===== src/rtl/lime_mc_core_if.sv =====
//----------------------------------------------------------------------------
// lime_mc_core_if
//
// Purpose : word-addressed memory bus between the Lime multi-cycle core and
//           its instruction/data memory wrapper. A request is held (with a
//           stable address, direction and store data) until the memory
//           answers with mem_ack. The memory may answer in the same cycle.
//
// Signals : mem_req    core -> mem  access request, held until mem_ack
//           mem_we     core -> mem  1 = write, 0 = read
//           mem_addr   core -> mem  word address (ADDR_W)
//           mem_wdata  core -> mem  store data (DATA_W)
//           mem_rdata  mem  -> core read data, valid while mem_ack = 1
//           mem_ack    mem  -> core completes the current request
//
// Modports: master (core side), slave (memory side)
//----------------------------------------------------------------------------
interface lime_mc_core_if #(
    parameter int DATA_W = 16,
    parameter int ADDR_W = 16
);
    logic              mem_req;
    logic              mem_we;
    logic [ADDR_W-1:0] mem_addr;
    logic [DATA_W-1:0] mem_wdata;
    logic [DATA_W-1:0] mem_rdata;
    logic              mem_ack;

    modport master (
        output mem_req,
        output mem_we,
        output mem_addr,
        output mem_wdata,
        input  mem_rdata,
        input  mem_ack
    );

    modport slave (
        input  mem_req,
        input  mem_we,
        input  mem_addr,
        input  mem_wdata,
        output mem_rdata,
        output mem_ack
    );
endinterface


===== src/rtl/lime_mc_core.sv =====
//----------------------------------------------------------------------------
// lime_mc_core
//
// Purpose : parametrised multi-cycle Lime processor. Every instruction walks
//           FETCH -> DECODE -> EXEC and then, depending on the opcode, MEM,
//           WB, back to FETCH or into HALT. Instruction and data memory sit
//           behind a req/ack handshake, so any number of wait states works.
//           Branching is compare-and-branch (BEQ / signed BLT).
//
// Ports   : CLK          clock, rising edge
//           reset_n      asynchronous active-low reset
//           mem          memory bus (lime_mc_core_if.master)
//           main_input   value sampled by IN
//           main_output  register written by OUT
//           halted       core is in HALT (left only by reset)
//           state_dbg    current FSM state encoding
//
// Build option: define LIME_CYCLE_CNT_EN to add a 32-bit free-running cycle
//           counter (frozen while halted) and the RDCYC instruction (op C).
//           Without it op C behaves as a 3-cycle NOP.
//----------------------------------------------------------------------------
module lime_mc_core #(
    parameter int          DATA_W   = 16,
    parameter int          NREGS    = 8,
    parameter int          ADDR_W   = 16,
    parameter int unsigned RESET_PC = 0
) (
    input  logic                  CLK,
    input  logic                  reset_n,
    lime_mc_core_if.master        mem,
    input  logic [DATA_W-1:0]     main_input,
    output logic [DATA_W-1:0]     main_output,
    output logic                  halted,
    output logic [2:0]            state_dbg
);

    localparam int                IDX_W   = (NREGS > 1) ? $clog2(NREGS) : 1;
    localparam logic [ADDR_W-1:0] PC_INIT = ADDR_W'(RESET_PC);

    typedef enum logic [2:0] {
        S_FETCH  = 3'd0,
        S_DECODE = 3'd1,
        S_EXEC   = 3'd2,
        S_MEM    = 3'd3,
        S_WB     = 3'd4,
        S_HALT   = 3'd5
    } state_e;

    typedef enum logic [3:0] {
        OP_ADD   = 4'h0,
        OP_SUB   = 4'h1,
        OP_AND   = 4'h2,
        OP_OR    = 4'h3,
        OP_ADDI  = 4'h4,
        OP_LW    = 4'h5,
        OP_SW    = 4'h6,
        OP_BEQ   = 4'h7,
        OP_BLT   = 4'h8,
        OP_IN    = 4'h9,
        OP_OUT   = 4'hA,
        OP_JAL   = 4'hB,
        OP_RDCYC = 4'hC,
        OP_RSV_D = 4'hD,
        OP_RSV_E = 4'hE,
        OP_HALT  = 4'hF
    } op_e;

    // Register indices are taken modulo NREGS so any 3-bit field is legal.
    function automatic logic [IDX_W-1:0] reg_idx(input logic [2:0] field);
        return IDX_W'(32'(field) % NREGS);
    endfunction

    // Architectural and pipeline-less datapath state
    state_e            r_state;
    logic [ADDR_W-1:0] r_pc;
    logic [15:0]       r_ir;
    logic [DATA_W-1:0] r_a;
    logic [DATA_W-1:0] r_b;
    logic [DATA_W-1:0] r_alu;
    logic [DATA_W-1:0] r_mdr;
    logic [DATA_W-1:0] r_main_output;
    logic              r_halted;
    logic [DATA_W-1:0] r_regs [NREGS];

    // Registered bus outputs
    logic              r_mem_req;
    logic              r_mem_we;
    logic [ADDR_W-1:0] r_mem_addr;
    logic [DATA_W-1:0] r_mem_wdata;

    // Instruction fields
    op_e               w_op;
    logic [IDX_W-1:0]  w_rd_idx;
    logic [IDX_W-1:0]  w_ra_idx;
    logic [IDX_W-1:0]  w_rb_idx;
    logic [DATA_W-1:0] w_imm;
    logic [DATA_W-1:0] w_addr_sum;
    logic [DATA_W-1:0] w_alu_res;
    logic [ADDR_W-1:0] w_next_pc;
    logic [DATA_W-1:0] w_wb_data;
    logic              w_b_from_rd;

    assign w_op        = op_e'(r_ir[15:12]);
    assign w_rd_idx    = reg_idx(r_ir[11:9]);
    assign w_ra_idx    = reg_idx(r_ir[8:6]);
    assign w_rb_idx    = reg_idx(r_ir[5:3]);
    assign w_imm       = {{(DATA_W-6){r_ir[5]}}, r_ir[5:0]};
    assign w_addr_sum  = r_a + w_imm;
    assign w_wb_data   = (w_op == OP_LW) ? r_mdr : r_alu;
    // SW stores rd and the branches compare rd, so B comes from rd for them.
    assign w_b_from_rd = (w_op == OP_SW) || (w_op == OP_BEQ) || (w_op == OP_BLT);

`ifdef LIME_CYCLE_CNT_EN
    logic [31:0] r_cyc;

    always_ff @(posedge CLK or negedge reset_n) begin
        if (!reset_n) begin
            r_cyc <= '0;
        end else if (!r_halted) begin
            r_cyc <= r_cyc + 32'd1;
        end
    end
`endif

    // ALU result and next PC, both consumed in EXEC. r_pc already holds PC+1.
    always_comb begin
        // NOTE: every output gets a default first, so no path can infer a latch.
        w_alu_res = '0;
        w_next_pc = r_pc;
        case (w_op)
            OP_ADD:                 w_alu_res = r_a + r_b;
            OP_SUB:                 w_alu_res = r_a - r_b;
            OP_AND:                 w_alu_res = r_a & r_b;
            OP_OR:                  w_alu_res = r_a | r_b;
            OP_ADDI, OP_LW, OP_SW:  w_alu_res = w_addr_sum;
            OP_IN:                  w_alu_res = main_input;
            OP_JAL: begin
                w_alu_res = DATA_W'(r_pc);
                w_next_pc = w_addr_sum[ADDR_W-1:0];
            end
            OP_BEQ: begin
                if (r_b == r_a) w_next_pc = r_pc + w_imm[ADDR_W-1:0];
            end
            OP_BLT: begin
                if ($signed(r_b) < $signed(r_a)) w_next_pc = r_pc + w_imm[ADDR_W-1:0];
            end
`ifdef LIME_CYCLE_CNT_EN
            OP_RDCYC:               w_alu_res = DATA_W'(r_cyc);
`endif
            default: ;
        endcase
    end

    // Register file; r0 is never written, so it always reads zero.
    always_ff @(posedge CLK or negedge reset_n) begin
        if (!reset_n) begin
            // NOTE: this small register file is architecturally cleared by reset, so
            // it is reset like plain flops; a real RAM array would be left unreset.
            for (int i = 0; i < NREGS; i++) r_regs[i] <= '0;
        end else if ((r_state == S_WB) && (w_rd_idx != '0)) begin
            r_regs[w_rd_idx] <= w_wb_data;
        end
    end

    // Main control FSM with registered bus and status outputs.
    always_ff @(posedge CLK or negedge reset_n) begin
        if (!reset_n) begin
            r_state       <= S_FETCH;
            r_pc          <= PC_INIT;
            r_ir          <= '0;
            r_a           <= '0;
            r_b           <= '0;
            r_alu         <= '0;
            r_mdr         <= '0;
            r_main_output <= '0;
            r_halted      <= 1'b0;
            r_mem_req     <= 1'b0;
            r_mem_we      <= 1'b0;
            r_mem_addr    <= PC_INIT;
            r_mem_wdata   <= '0;
        end else begin
            // NOTE: state is updated with non-blocking assignments so every register
            // here sees the pre-edge values of all the others.
            case (r_state)
                S_FETCH: begin
                    if (r_mem_req && mem.mem_ack) begin
                        r_ir      <= mem.mem_rdata[15:0];
                        r_pc      <= r_pc + ADDR_W'(1);
                        r_mem_req <= 1'b0;
                        r_state   <= S_DECODE;
                    end else begin
                        // Only the first fetch after reset arrives here with req low.
                        r_mem_req  <= 1'b1;
                        r_mem_we   <= 1'b0;
                        r_mem_addr <= r_pc;
                    end
                end

                S_DECODE: begin
                    r_a     <= r_regs[w_ra_idx];
                    r_b     <= w_b_from_rd ? r_regs[w_rd_idx] : r_regs[w_rb_idx];
                    r_state <= S_EXEC;
                end

                S_EXEC: begin
                    r_alu <= w_alu_res;
                    r_pc  <= w_next_pc;
                    if (w_op == OP_OUT) r_main_output <= r_a;
                    case (w_op)
                        OP_LW, OP_SW: begin
                            r_mem_req   <= 1'b1;
                            r_mem_we    <= (w_op == OP_SW);
                            r_mem_addr  <= w_addr_sum[ADDR_W-1:0];
                            r_mem_wdata <= r_b;
                            r_state     <= S_MEM;
                        end
                        OP_ADD, OP_SUB, OP_AND, OP_OR, OP_ADDI, OP_IN, OP_JAL: begin
                            r_state <= S_WB;
                        end
`ifdef LIME_CYCLE_CNT_EN
                        OP_RDCYC: begin
                            r_state <= S_WB;
                        end
`endif
                        OP_HALT: begin
                            r_halted <= 1'b1;
                            r_state  <= S_HALT;
                        end
                        default: begin
                            // Branches, OUT and NOPs finish here; start the next fetch.
                            r_mem_req  <= 1'b1;
                            r_mem_we   <= 1'b0;
                            r_mem_addr <= w_next_pc;
                            r_state    <= S_FETCH;
                        end
                    endcase
                end

                S_MEM: begin
                    if (r_mem_req && mem.mem_ack) begin
                        if (r_mem_we) begin
                            // Store done: fetch back-to-back, req stays high.
                            r_mem_we   <= 1'b0;
                            r_mem_addr <= r_pc;
                            r_state    <= S_FETCH;
                        end else begin
                            r_mdr     <= mem.mem_rdata;
                            r_mem_req <= 1'b0;
                            r_state   <= S_WB;
                        end
                    end
                end

                S_WB: begin
                    r_mem_req  <= 1'b1;
                    r_mem_we   <= 1'b0;
                    r_mem_addr <= r_pc;
                    r_state    <= S_FETCH;
                end

                S_HALT: begin
                    r_state <= S_HALT;
                end

                default: begin
                    r_state <= S_FETCH;
                end
            endcase
        end
    end

    assign mem.mem_req   = r_mem_req;
    assign mem.mem_we    = r_mem_we;
    assign mem.mem_addr  = r_mem_addr;
    assign mem.mem_wdata = r_mem_wdata;
    assign main_output   = r_main_output;
    assign halted        = r_halted;
    assign state_dbg     = r_state;

endmodule

===== src/flat_wrapper.sv =====
// flat-port wrapper written by rule: the top's interface ports become plain ports
module lime_mc_core_flat 
#(
    parameter int          DATA_W   = 16,
    parameter int          NREGS    = 8,
    parameter int          ADDR_W   = 16,
    parameter int unsigned RESET_PC = 0
)
  (CLK, reset_n, main_input, main_output, halted, state_dbg, mem_mem_req, mem_mem_we, mem_mem_addr, mem_mem_wdata, mem_mem_rdata, mem_mem_ack);
  lime_mc_core_if #(.DATA_W(DATA_W), .ADDR_W(ADDR_W)) mem_i ();
  input  logic CLK;
  input  logic reset_n;
  input  logic [DATA_W-1:0] main_input;
  output logic [DATA_W-1:0] main_output;
  output logic halted;
  output logic [2:0] state_dbg;
  output wire logic [$bits(mem_i.mem_req)-1:0] mem_mem_req;
  output wire logic [$bits(mem_i.mem_we)-1:0] mem_mem_we;
  output wire logic [$bits(mem_i.mem_addr)-1:0] mem_mem_addr;
  output wire logic [$bits(mem_i.mem_wdata)-1:0] mem_mem_wdata;
  input wire logic [$bits(mem_i.mem_rdata)-1:0] mem_mem_rdata;
  input wire logic [$bits(mem_i.mem_ack)-1:0] mem_mem_ack;
  assign mem_mem_req = mem_i.mem_req;
  assign mem_mem_we = mem_i.mem_we;
  assign mem_mem_addr = mem_i.mem_addr;
  assign mem_mem_wdata = mem_i.mem_wdata;
  assign mem_i.mem_rdata = mem_mem_rdata;
  assign mem_i.mem_ack = mem_mem_ack;
  lime_mc_core #(.DATA_W(DATA_W), .NREGS(NREGS), .ADDR_W(ADDR_W), .RESET_PC(RESET_PC)) u_core (.CLK(CLK), .reset_n(reset_n), .mem(mem_i), .main_input(main_input), .main_output(main_output), .halted(halted), .state_dbg(state_dbg));
endmodule

===== config.mk =====
export PLATFORM = sky130hd
export DESIGN_NAME = lime_mc_core_flat
export DESIGN_NICKNAME = d
export VERILOG_FILES = /design/src/rtl/lime_mc_core_if.sv /design/src/rtl/lime_mc_core.sv /design/src/flat_wrapper.sv
export SDC_FILE = /design/constraint.sdc
export NUM_CORES = 1
export LEC_CHECK = 0
export ABC_AREA = 1
export CORE_ASPECT_RATIO = 0.9
export CORE_MARGIN = 2
export CORE_UTILIZATION = 44
export DETAILED_ROUTE_END_ITERATION = 10
export MAX_ROUTING_LAYER = met4
export SYNTH_ARGS = -nofsm -noshare
export SYNTH_HDL_FRONTEND = slang
export SYNTH_SLANG_ARGS = --single-unit

===== constraint.sdc =====
create_clock -name CLK -period 3.3 [get_ports CLK]
set_input_delay 0.99 -clock CLK [delete_from_list [all_inputs] [get_ports CLK]]
set_output_delay 0.99 -clock CLK [all_outputs]
set_load 0.01 [all_outputs]

==> metrics.yaml <==
detailed_routing:
  drt_iter0_drc: 2293
  avgViaCountPerCell: 5.895
  drcViolationCount: 0
  route.detailed.wl_per_inst_um: 22.57
  num_vias: 19220
  postRouteAntennaNets: 0
  drtPass1Iterations: 6
  drt-total-wl_mm: 73.57
yosys:
  yosysTopAreaCellShare_pct: 36.67
  yosys_register_bits: 278
  postSynthNetCount: 2741
  syn_avg_cell_area_um2: 7.275
  yosysWarningCount: 0
  synth-seq-area-share_pct: 36.67
  ys_top_cells_by_area: "dfrtp_1, o21ai_0, nand2_1, ha_1, nand3_1"
  netlist_instances: 2608
  yosysTopAreaCell: "dfrtp_1"
  syn_area_mm2: 0.01897
  synth_cell_types: 53
sta:
  hold_viol: 0
  setup_viol: 0
  rsz0062_at_grt: "yes"
  finalClockSkew_ns: 0.03014
  post-route-min-period_ns: 3.124
  fmax_ghz: 0.3201
  drv_slew: 0
  slew_headroom_pct: 37.91
  timing.hold.ws_ns: 0.4153
  period_share_pct: 94.66
  tightestPinTransition_ns: 0.9313
setup_path:
  worst_ep_arrival_time_ns: 3.56
  reg2regPathDepth: 19
  rrSetupSlack_ns: 0.18
  worstSetupEndpointType: "register"
  crit_required_ns: 3.74
  start_kind: "register"
  reg2reg_from: "u_core.r_b[0]$_DFFE_PN0P_"
  crit_type: "register to register"
  crit_fanout: 3
  r2r-end: "u_core.r_alu[13]$_DFFE_PN0P_"
layout:
  largest_register_ffs: 128
  largest-register: "u_core.r_regs"
  fillCellCount: 4223
  final_common_cell: "nand2_1"
  drive_above_1_share_pct: 9.652
  final_cell_mix: "nand2_1, o21ai_0, dfrtp_1"
  fin_nets: 2812
  syn_to_final_growth_pct: 16.63
  fin_area_mm2: 0.02213
hold_path:
  hold_start: "u_core.r_regs[119]$_DFFE_PN0P_"
  hold_path_class: "register to register"
  min_path_cells: 0
  hold_end: "u_core.r_regs[119]$_DFFE_PN0P_"
clock_network:
  root_buffer: "clkbuf_16"
  insertion_delay_ns: 0.57
  path_clk_slew_ns: 0.06
  numCtsBuffers: 35
  cts_tree: "done"
  cts_sinks: 278
  clockBufferDepth: 3
  htreeDepth: 2
power:
  power.density_mw_per_mm2: 350.7
  peakVddDrop_v: 0.0003743
  power_leakage_nw: 10.05
die:
  io_pins: 89
  die_y_um: 201.0
  initial_core_util_pct: 44.34
  fp.coreArea_mm2: 0.04279
  dieArea_mm2: 0.04480
  fp.dieW_um: 222.9
  rows: 72
placement:
  gp_congestion: 0.9479
  dpl_cell_area_mm2: 0.02072
  port_buffers: 88
  dp_hpwl_mm: 52.71
grt:
  grt_pass1_vias: 18250
  overflow: 0
  track_usage_pct: 33.72
  antenna_found_initial: 1
  grt_pass1_wl_mm: 112.3
  grt_max_degree: 92
outcome:
  outcome: "finished clean"
run:
  cap_violations: 0
## cells by family after synthesis
group,count (synthesis),share of synthesized area (%)
AO/OA/AOI/OAI,767,22.28
XOR/XNOR,42,1.939
buffers and inverters,396,8.158
multiplexers,24,1.365
adder cells (fa/ha/maj),98,6.582
flip-flops,278,36.67
AND/OR/NAND/NOR,1003,23.00
## worst max-delay path: stages, from the launching register on
cell,delay [ns]
dfrtp_1,0.37
inv_1,0.08
ha_2,0.18
inv_1,0.04
nor2_2,0.13
nand3_2,0.11
nor3_4,0.29
a31oi_4,0.13
xor2_1,0.18
inv_1,0.09
ha_4,0.23
a21oi_2,0.13
a21boi_2,0.17
nand3_2,0.10
a31o_4,0.23
or2_2,0.26
nand3_1,0.07
nand3_1,0.07
nand2_1,0.09
nand2_1,0.05
## cell type report
class	count	area [um2]	area share, %
Tap cell	555	694.4	3.138
Inverter	249	942.2	4.258
Clock buffer	47	1011	4.569
Sequential cell	278	6963	31.47
Antenna cell	1	2.502	0.01131
Multi-Input combinational cell	1934	10610	47.93
Timing Repair Buffer	181	1663	7.515
Clock inverter	15	246.5	1.114
## per-stage QoR
stage / TNS [ns] / setup WS, ns / std cells / power [W] / utilization, %
after CTS: 0 / 0.05268 / 3257 / 0.007829 / 51.37
after floorplan: 0 / 0.3160 / 2608 / 0.003473 / -
after detailed placement: 0 / 0.06203 / 3195 / 0.003619 / 48.43
final: 0 / 0.1764 / 3260 / 0.007760 / 51.71
after global placement: 0 / 0.06822 / 3195 / 0.003618 / 48.43
after global routing: -0.1302 / -0.04464 / 3260 / 0.007981 / 51.71
## repair_timing
action / CTS / global route
hold buffers: 0 / 0
setup buffers: 0 / 2
gates resized for setup: 0 / 35
setup endpoints to repair: 0 / 9
## cell usage after synthesis, drive strengths merged
cell type and instances:
nor2 168, a211oi 1, a31oi 1, o221ai 11
o21a 3, a21o 8, clkbuf 111, nand3 204
buf 36, nand4 17, nor4 1, a21boi 1
mux2 15, a31o 2, nor3 27, and2 5
o22ai 11, a221oi 19, nand3b 11, dfrtp 278
o21bai 7, o2111ai 7, nand2 560, fa 3
or2 10, o21ai 431, xnor2 7, a21oi 199
mux2i 9, a22oi 12, inv 244, clkinv 5
o211ai 53, ha 95, xor2 35, o31ai 1
## report_power, final
group,internal (W),switching (W)
Clock,0.00256,0.00165
Sequential,0.00341,0
Combinational,0.0000500,0.0000926
Total,0.00602,0.00174
## routing by layer
| layer | track usage, % | wire (um) |
|---|---|---|
| met3 | 5.547 | 6067 |
| met4 | 12.54 | 2826 |
| met1 | 45.38 | 31810 |
| met5 | - | 0 |
| met2 | 51.16 | 32860 |
## how the worst max path moves through the flow
stage                                         start                           end  slack, ns
after floorplan           u_core.r_b[0]$_DFFE_PN0P_  u_core.r_alu[13]$_DFFE_PN0P_       0.32
after global placement    u_core.r_b[0]$_DFFE_PN0P_  u_core.r_alu[13]$_DFFE_PN0P_       0.07
after detailed placement  u_core.r_b[0]$_DFFE_PN0P_  u_core.r_alu[13]$_DFFE_PN0P_       0.06
after CTS                 u_core.r_b[0]$_DFFE_PN0P_  u_core.r_alu[13]$_DFFE_PN0P_       0.05
after global routing      u_core.r_b[1]$_DFFE_PN0P_  u_core.r_alu[15]$_DFFE_PN0P_      -0.04
final                     u_core.r_b[0]$_DFFE_PN0P_  u_core.r_alu[13]$_DFFE_PN0P_       0.18
(Power assumes the default switching activity.)
